`config.mk`:
```
export PLATFORM = sky130hd
export DESIGN_NAME = imem_uart_loader
export DESIGN_NICKNAME = d
export VERILOG_FILES = /design/src/rtl/imem_loader_pkg.sv /design/src/rtl/imem_uart_loader.sv
export SDC_FILE = /design/constraint.sdc
export NUM_CORES = 1
export LEC_CHECK = 0
export CAP_MARGIN = 30
export CELL_PAD_IN_SITES_DETAIL_PLACEMENT = 0
export CELL_PAD_IN_SITES_GLOBAL_PLACEMENT = 2
export CORE_MARGIN = 5
export CORE_UTILIZATION = 35
export CTS_CLUSTER_SIZE = 30
export DETAILED_ROUTE_END_ITERATION = 10
export PLACE_DENSITY_LB_ADDON = 0.3
export REMOVE_ABC_BUFFERS = 1
export SETUP_SLACK_MARGIN = 0.2
export SLEW_MARGIN = 25
export SYNTH_ARGS = -nofsm -noshare
export SYNTH_HDL_FRONTEND = slang
export SYNTH_SLANG_ARGS = --single-unit
```
`constraint.sdc`:
```
create_clock -name clk -period 2.7 [get_ports clk]
set_clock_uncertainty 0.05 [all_clocks]
set_input_delay 0.54 -clock clk [delete_from_list [all_inputs] [get_ports clk]]
set_output_delay 0.54 -clock clk [all_outputs]
set_load 0.01 [all_outputs]
```
`src/rtl/imem_loader_pkg.sv`:
```
// Shared types for the UART instruction-memory loader: FSM states, error codes
// and the frame sync byte.
package imem_loader_pkg;

   typedef enum logic [2:0] {
      IDLE,
      WAIT_SYNC,
      LEN_LO,
      LEN_HI,
      DATA,
      CSUM,
      DONE,
      ERROR
   } loader_state_e;

   typedef enum logic [1:0] {
      ERR_NONE    = 2'd0,
      ERR_LENGTH  = 2'd1,
      ERR_CSUM    = 2'd2,
      ERR_TIMEOUT = 2'd3
   } err_code_e;

   localparam logic [7:0] SYNC_BYTE = 8'hA5;

endpackage

```
`src/rtl/imem_uart_loader.sv`:
```
// Boot loader: frames the UART byte stream, assembles little-endian words,
// writes them to instruction memory and releases the core after a verified load.
module imem_uart_loader
   import imem_loader_pkg::*;
#(
   parameter int unsigned DEPTH          = 30,
   parameter logic [31:0] BASE_ADDR      = 32'h8000_0000,
   parameter int unsigned TIMEOUT_CYCLES = 1000000
)(
   input  logic        clk,
   input  logic        rst_n,
   input  logic        start,
   input  logic [7:0]  rx_data,
   input  logic        rx_valid,
   output logic        mem_we,
   output logic [31:0] mem_addr,
   output logic [31:0] mem_wdata,
   output logic        busy,
   output logic        done,
   output logic        error,
   output logic [1:0]  err_code,
   output logic [15:0] words_loaded,
   output logic        core_hold
);

   localparam int            TW        = $clog2(TIMEOUT_CYCLES + 1);
   localparam logic [TW-1:0] TMO_LIMIT = TW'(TIMEOUT_CYCLES);

   loader_state_e r_state;
   logic          r_we;
   logic [31:0]   r_addr;
   logic [31:0]   r_wdata;
   logic          r_busy;
   logic          r_done;
   logic          r_error;
   err_code_e     r_err_code;
   logic [15:0]   r_idx;
   logic [15:0]   r_len;
   logic [7:0]    r_len_lo;
   logic [7:0]    r_csum;
   logic [23:0]   r_asm;
   logic [1:0]    r_bcnt;
   logic [TW-1:0] r_tmo;
   logic          r_core_hold;

   logic          w_receiving;
   logic          w_accept;
   logic [15:0]   w_len;
   logic [15:0]   w_idx_inc;
   logic [TW-1:0] w_tmo_inc;
   logic          w_tmo_hit;

   assign w_receiving = r_state inside {WAIT_SYNC, LEN_LO, LEN_HI, DATA, CSUM};
   assign w_accept    = rx_valid & ~start & w_receiving;
   assign w_len       = {rx_data, r_len_lo};
   assign w_idx_inc   = r_idx + 16'd1;
   assign w_tmo_inc   = r_tmo + TW'(1);
   assign w_tmo_hit   = (w_tmo_inc == TMO_LIMIT);

   // r_tmo holds the idle count of the cycle now running; the accepting cycle is count 0
   always_ff @(posedge clk or negedge rst_n) begin
      if (!rst_n) begin
         r_state     <= IDLE;
         r_we        <= 1'b0;
         r_addr      <= BASE_ADDR;
         r_wdata     <= '0;
         r_busy      <= 1'b0;
         r_done      <= 1'b0;
         r_error     <= 1'b0;
         r_err_code  <= ERR_NONE;
         r_idx       <= '0;
         r_len       <= '0;
         r_len_lo    <= '0;
         r_csum      <= '0;
         r_asm       <= '0;
         r_bcnt      <= '0;
         r_tmo       <= '0;
         r_core_hold <= 1'b1;
      end else begin
         r_we <= 1'b0;
         case (r_state)
            IDLE, DONE, ERROR: begin
               r_tmo <= '0;
               if (start) begin
                  r_state     <= WAIT_SYNC;
                  r_busy      <= 1'b1;
                  r_done      <= 1'b0;
                  r_error     <= 1'b0;
                  r_err_code  <= ERR_NONE;
                  r_idx       <= '0;
                  r_csum      <= '0;
                  r_bcnt      <= '0;
                  r_core_hold <= 1'b1;
               end
            end
            WAIT_SYNC: begin
               if (w_accept && rx_data == SYNC_BYTE) begin
                  r_state <= LEN_LO;
                  r_tmo   <= TW'(1);
               end
            end
            default: begin
               if (w_accept) begin
                  r_tmo <= TW'(1);
                  case (r_state)
                     LEN_LO: begin
                        r_len_lo <= rx_data;
                        r_state  <= LEN_HI;
                     end
                     LEN_HI: begin
                        r_len <= w_len;
                        if (32'(w_len) > DEPTH) begin
                           r_state    <= ERROR;
                           r_error    <= 1'b1;
                           r_err_code <= ERR_LENGTH;
                           r_busy     <= 1'b0;
                        end else if (w_len == 16'd0) begin
                           r_state <= CSUM;
                        end else begin
                           r_state <= DATA;
                        end
                     end
                     DATA: begin
                        r_csum <= r_csum ^ rx_data;
                        r_asm  <= {rx_data, r_asm[23:8]};
                        r_bcnt <= r_bcnt + 2'd1;
                        if (r_bcnt == 2'd3) begin
                           r_we    <= 1'b1;
                           r_wdata <= {rx_data, r_asm};
                           r_addr  <= BASE_ADDR + {14'd0, r_idx, 2'b00};
                           r_idx   <= w_idx_inc;
                           if (w_idx_inc == r_len)
                              r_state <= CSUM;
                        end
                     end
                     default: begin
                        r_busy <= 1'b0;
                        if (rx_data == r_csum) begin
                           r_state     <= DONE;
                           r_done      <= 1'b1;
                           r_core_hold <= 1'b0;
                        end else begin
                           r_state    <= ERROR;
                           r_error    <= 1'b1;
                           r_err_code <= ERR_CSUM;
                        end
                     end
                  endcase
               end else begin
                  r_tmo <= w_tmo_inc;
                  if (w_tmo_hit) begin
                     r_state    <= ERROR;
                     r_error    <= 1'b1;
                     r_err_code <= ERR_TIMEOUT;
                     r_busy     <= 1'b0;
                  end
               end
            end
         endcase
      end
   end

   assign mem_we       = r_we;
   assign mem_addr     = r_addr;
   assign mem_wdata    = r_wdata;
   assign busy         = r_busy;
   assign done         = r_done;
   assign error        = r_error;
   assign err_code     = r_err_code;
   assign words_loaded = r_idx;
   assign core_hold    = r_core_hold;

endmodule

```
=== Yosys cells after proc, flatten, opt, wreduce, memory -nomap -nowiden ===
Index checks and enable logic that the tools add are counted.

* Flip-flop bits (word level): 168
* Latch bits: 0
* Memory bits (writable): 0
* Memory bits (read-only): 0
* Bits of input ports: 12
* Output and inout bits: 87
* Memories: 0

* $add $sub $neg: 4
* $mul: 0
* Div/mod/pow operators: 0
* Order comparisons: 1
* Equality and inequality tests: 20
* Shift operators: 0
* Mux-type cells: 58
* Bitwise gates (word level): 6
* Reduce and logical (&&, ||, !) cells: 24

{| class="wikitable"
|+ Operators with widths
! kind !! count
|-
| $mux 16 || 4
|-
| $mux 20 || 2
|-
| $pmux 20 s2 || 1
|-
| $add 32x18->32 const A || 1
|-
| $pmux 16 s2 || 1
|-
| $mux 8 || 3
|-
| $mux 1 || 21
|-
| $add 20x1->20 const B || 1
|-
| $eq 20x20->1 const B || 1
|-
| $reduce_and 5->1 || 4
|-
| $mux 3 || 6
|-
| $add 16x1->16 const B || 1
|-
| $eq 16x16->1 || 1
|-
| $gt 16x5->1 const B || 1
|-
| $logic_not 16->1 || 1
|-
| $mux 2 || 8
|-
| $pmux 8 s2 || 1
|-
| $eq 3x3->1 const B || 4
|-
| $pmux 1 s2 || 6
|-
| $pmux 2 s2 || 3
|-
| $ne 5x3->1 const B || 2
|-
| $pmux 3 s3 || 1
|-
| $reduce_and 3->1 || 3
|-
| $eq 8x8->1 || 1
|-
| other kinds (25) || 35
|}

=== Logic depth before layout (Yosys ltp) ===
* Depth in word-level cells: 7
* Depth in mapped cells: 9
* Mapped depth without buffers: 8

=== Least setup slack after synthesis ===
Ideal clock, no wire load.

* Path type: register -> register
* From: register r_idx[1] (netlist: words_loaded[1])
* To: register r_state[0]
* Setup time: 0.067 ns
* Arrival: 2.367 ns
* Slack: 0.216 ns
* Cell stages (with the launch flop): 10
* Buffers on the path: 1
* Clock period less this slack: 2.484 ns
* Cells stage by stage: dfrtp_1 -> ha_1 -> buf_4 -> nand4_1 -> or2_1 -> nor4_1 -> a211oi_1 -> or4_1 -> o31ai_1 -> and3_1

* Cells in the longest elaborated chain, start to end: 4

{| class="wikitable"
|+ RTL lines
! what !! line !! text
|-
| start: declaration || imem_uart_loader.sv:37 || <nowiki>logic [15:0] r_idx;</nowiki>
|-
| start signal: assignment || imem_uart_loader.sv:131 || <nowiki>r_idx <= w_idx_inc;</nowiki>
|-
| $add 16x1->16 || imem_uart_loader.sv:56 || <nowiki>assign w_idx_inc = r_idx + 16'd1;</nowiki>
|-
| $eq 16x16->1 || imem_uart_loader.sv:132 || <nowiki>if (w_idx_inc == r_len)</nowiki>
|-
| $ne 5x3->1 (no source line) || -- ||
|-
| $reduce_and 5->1 (no source line) || -- ||
|-
| end signal: assignment || imem_uart_loader.sv:63 || <nowiki>r_state <= IDLE;</nowiki>
|-
| end signal: assignment || imem_uart_loader.sv:133 || <nowiki>r_state <= CSUM;</nowiki>
|-
| end signal: assignment || imem_uart_loader.sv:139 || <nowiki>r_state <= DONE;</nowiki>
|-
| end: declaration || imem_uart_loader.sv:29 || <nowiki>loader_state_e r_state;</nowiki>
|}

No other way between the ends.
A chain may end at the register's enable or synchronous reset.

=== Worst setup path in the final report ===
* From: register r_idx[0] (netlist: words_loaded[0])
* To: register r_state[0]

Same word-level chain as after synthesis.

==> results.txt <==
# fillers: 2005
Worst Path Arrival: 2.79 ns
Placer Congestion: 0.8773
Nets: 958
Critical-path cell list: ha_4 > and4_4 > nand4_1 > xnor2_2 > o211ai_1 > or4_1 > o31ai_2 > buf_4 > and3_1
Clk_lat worst skew: 0.42 ns
Peak VDD IR: 0.0004851 V
Max_slew headroom: 47.15%
Crit Path Category: flip-flop to flip-flop
Most frequently used flop master after synthesis: dfrtp_1
Worst path slowest cell: or4_1
Post-route minimum period: 2.478 ns
I/O pin total: 99
Seq/Total Area, Yosys: 50.17%
Htree depth: 4
Port Buffers: 82
Register area: 3817 um^2
Die area: 24710 um^2
HPWL Detailed: 14600 um
Post-synth top cells: nand2_1, dfrtp_1, o21ai_0
Final hold viol count: 0
Hold Crit Class: primary input to asynchronous set/reset pin
Fmax: 403.5 MHz
Pre-CTS setup slack: 0.0002649 ns
Syn Area/Cell: 9.491 um^2
CP startpoint kind: flip-flop
Gr usage total: 16.92%
Post-Layout Inst Area: 9896 um^2
Worst endpoint required time: 3.01 ns
Setup TNS: 0 ns
Vias in the first global route: 6465
CTS Hold Bufs: 0
Psw: 0.002347 W
Crit path max fanout: 3
Clock Power Share: 32.5%
Core Util, Final: 46.78%
Tightest Pin Transition: 0.7899 ns
Num CTS Buffers: 17
Max-capacitance violation count: 0
Vias post-DR: 6335
Clk root buf: clkbuf_16
Antenna diode count: 0
Post-synth top area cell: dfrtp_1
Synth top area cells: dfrtp_1, nand2_1, mux2_2
Fraction of layout cells with a size suffix above 1: 21.76%
Clock-pin slew on the worst setup and hold paths: 0.06 ns
PD cells: 724.4 nW/um^2
Initial antenna violation count: 0
DRC: 0
Die Y: 157.2 um
Setup violations, final: 0
Worst path bufs/invs: 1
Die Wd: 157.2 um
Final Slew Violations: 0
RSZ-0062 raised after global routing: yes
Dpl cell area: 9045 um^2
Leak pwr: 4.601 nW
Combinational share of power: 24.0%
Vias/cell: 5.146
CTS tree: done
DR pass1 iterations: 6
Core area: 21150 um^2
CP peak stage delay: 0.50 ns
Routed wire length: 20550 um
Pin count of the biggest net entering global routing: 57
Row count: 53
Multi-input gate area: 3570 um^2
Global route overflow: 0
Initial core utilization: 35.85%
Avg WL per Cell: 16.70 um
Kind of cell adding the most delay to the critical path: simple AND/OR/NAND/NOR gates
Post-synth EDFFs: 0
Max clock buf depth: 2
Design Power: 0.007169 W
First-pass GRT wire length: 33580 um
Number of synthesized register bits: 152
Status: completed
Count leader, synth: nand2_1
Asr flop ratio synth: 100.0%
Final worst slack: 0.2218 ns
Layout area overhead: 30.49%
Sw Share: 32.74%
Final Cycle Share: 91.78%
Flop pwr share: 43.5%
Crit end category: flip-flop
CTS Sinks: 152
Synth top area share: 49.83%
YS warnings: 0
Internal: 0.004821 W
Mapped Cells: 799
Antenna-violating nets left: 0
Library cells used by synthesis: 64
Post-Syn Area: 7584 um^2
Initial DRC Count: 411
==> state kept, by name (all words and copies together) (netlist names) <==
register,count
done,1
mem_wdata,32
err_code,2
mem_we,1
busy,1
mem_addr,16
r_state,3
error,1
r_csum,8
r_len,16
core_hold,1
r_len_lo,8
r_asm,24
words_loaded,16
r_tmo,20
r_bcnt,2
==> path summary, 6_finish.rpt <==
check	start	endpoint	slack (ns)	cells past startpoint
worst max-delay path	words_loaded[0]	r_state[0]	0.22	9
worst min-delay path	rst_n	r_bcnt[1]	0.03	1
worst max register to register	words_loaded[0]	r_state[0]	0.22	9
worst min register to register	core_hold	core_hold	0.41	2
max in group asynchronous	rst_n	r_tmo[8]	1.86	2
min in group clk	core_hold	core_hold	0.41	2
==> power by group through the flow <==
stage | clock network (W) | registers (W) | logic (W)
after floorplan | 0 | 0.00304 | 0.00108
after global placement | 0 | 0.00314 | 0.00163
after detailed placement | 0 | 0.00315 | 0.00167
after CTS | 0.00239 | 0.00311 | 0.00172
after global routing | 0.00249 | 0.00318 | 0.00193
final | 0.00233 | 0.00312 | 0.00172
==> metal layers <==
metal | share of wire, % | vias to the layer above | global-route usage (%)
met4 | 1.3 | 0 | 4.752
met1 | 45 | 3141 | 21.99
met2 | 50 | 135 | 28.86
met3 | 3.8 | 21 | 3.327
li1 | - | 3038 | -
met5 | 0 | - | 0
==> what timing repair did <==
item | in CTS | in global routing
endpoints found under the setup margin | 6 | 8
pin swaps | 13 | 14
setup buffers | 7 | 15
resized for setup | 19 | 16
==> area by class of cell <==
class | instances | share of cell area [%]
clock inverter | 14 | 1.366
clock buffer | 18 | 4.438
sequential | 152 | 38.58
tap | 275 | 3.477
timing repair buffer | 171 | 15.69
inverter | 10 | 0.3793
multi-input combinational | 591 | 36.07
==> through the flow <==
| stage | hold slack, ns | instances |
|---|---|---|
| 2_1_floorplan | 0.1944 | 753 |
| 3_3_place_gp | 0.3987 | 1176 |
| 3_5_place_dp | 0.4033 | 1177 |
| 4_1_cts | 0.03402 | 1216 |
| 5_1_grt | 0.06160 | 1231 |
| 6_report | 0.02769 | 1231 |
==> layout by cell type (no fill, tap or decap), drive strengths merged, types with 4 or more instances in the layout <==
| cell type | netlist | layout |
|---|---|---|
| nand4 | 26 | 26 |
| and3 | 8 | 8 |
| buf | 31 | 89 |
| a211oi | 5 | 5 |
| o21ai | 71 | 71 |
| a21o | 4 | 4 |
| and2 | 13 | 13 |
| nand2 | 191 | 191 |
| nor2b | 7 | 7 |
| clkbuf | 29 | 18 |
| nor2 | 46 | 46 |
| a31oi | 9 | 9 |
| clkdlybuf4s50 | 0 | 81 |
| conb | 2 | 16 |
| nand3 | 16 | 16 |
| xnor2 | 22 | 22 |
| and4 | 5 | 5 |
| xor2 | 10 | 10 |
| mux2 | 47 | 47 |
| or3 | 4 | 4 |
| nor4 | 5 | 5 |
| o31ai | 13 | 13 |
| nor3 | 8 | 8 |
| o21a | 4 | 4 |
| o41ai | 6 | 6 |
| a21oi | 17 | 17 |
| inv | 10 | 18 |
| dfrtp | 151 | 151 |
==> logic make-up after synthesis <==
kind of cell / count (synthesis) / synth area share (%)
other: 2 / 0.09903
DFF: 152 / 50.17
AOI/OAI and AO/OA: 151 / 12.74
muxes: 49 / 7.293
xor gates and xnor gates: 32 / 3.696
buffers and inverters: 70 / 4.587
adders and majority gates: 4 / 0.6270
and+or+nand+nor: 339 / 20.79
Note: power is estimated with default switching activity, not from simulation.
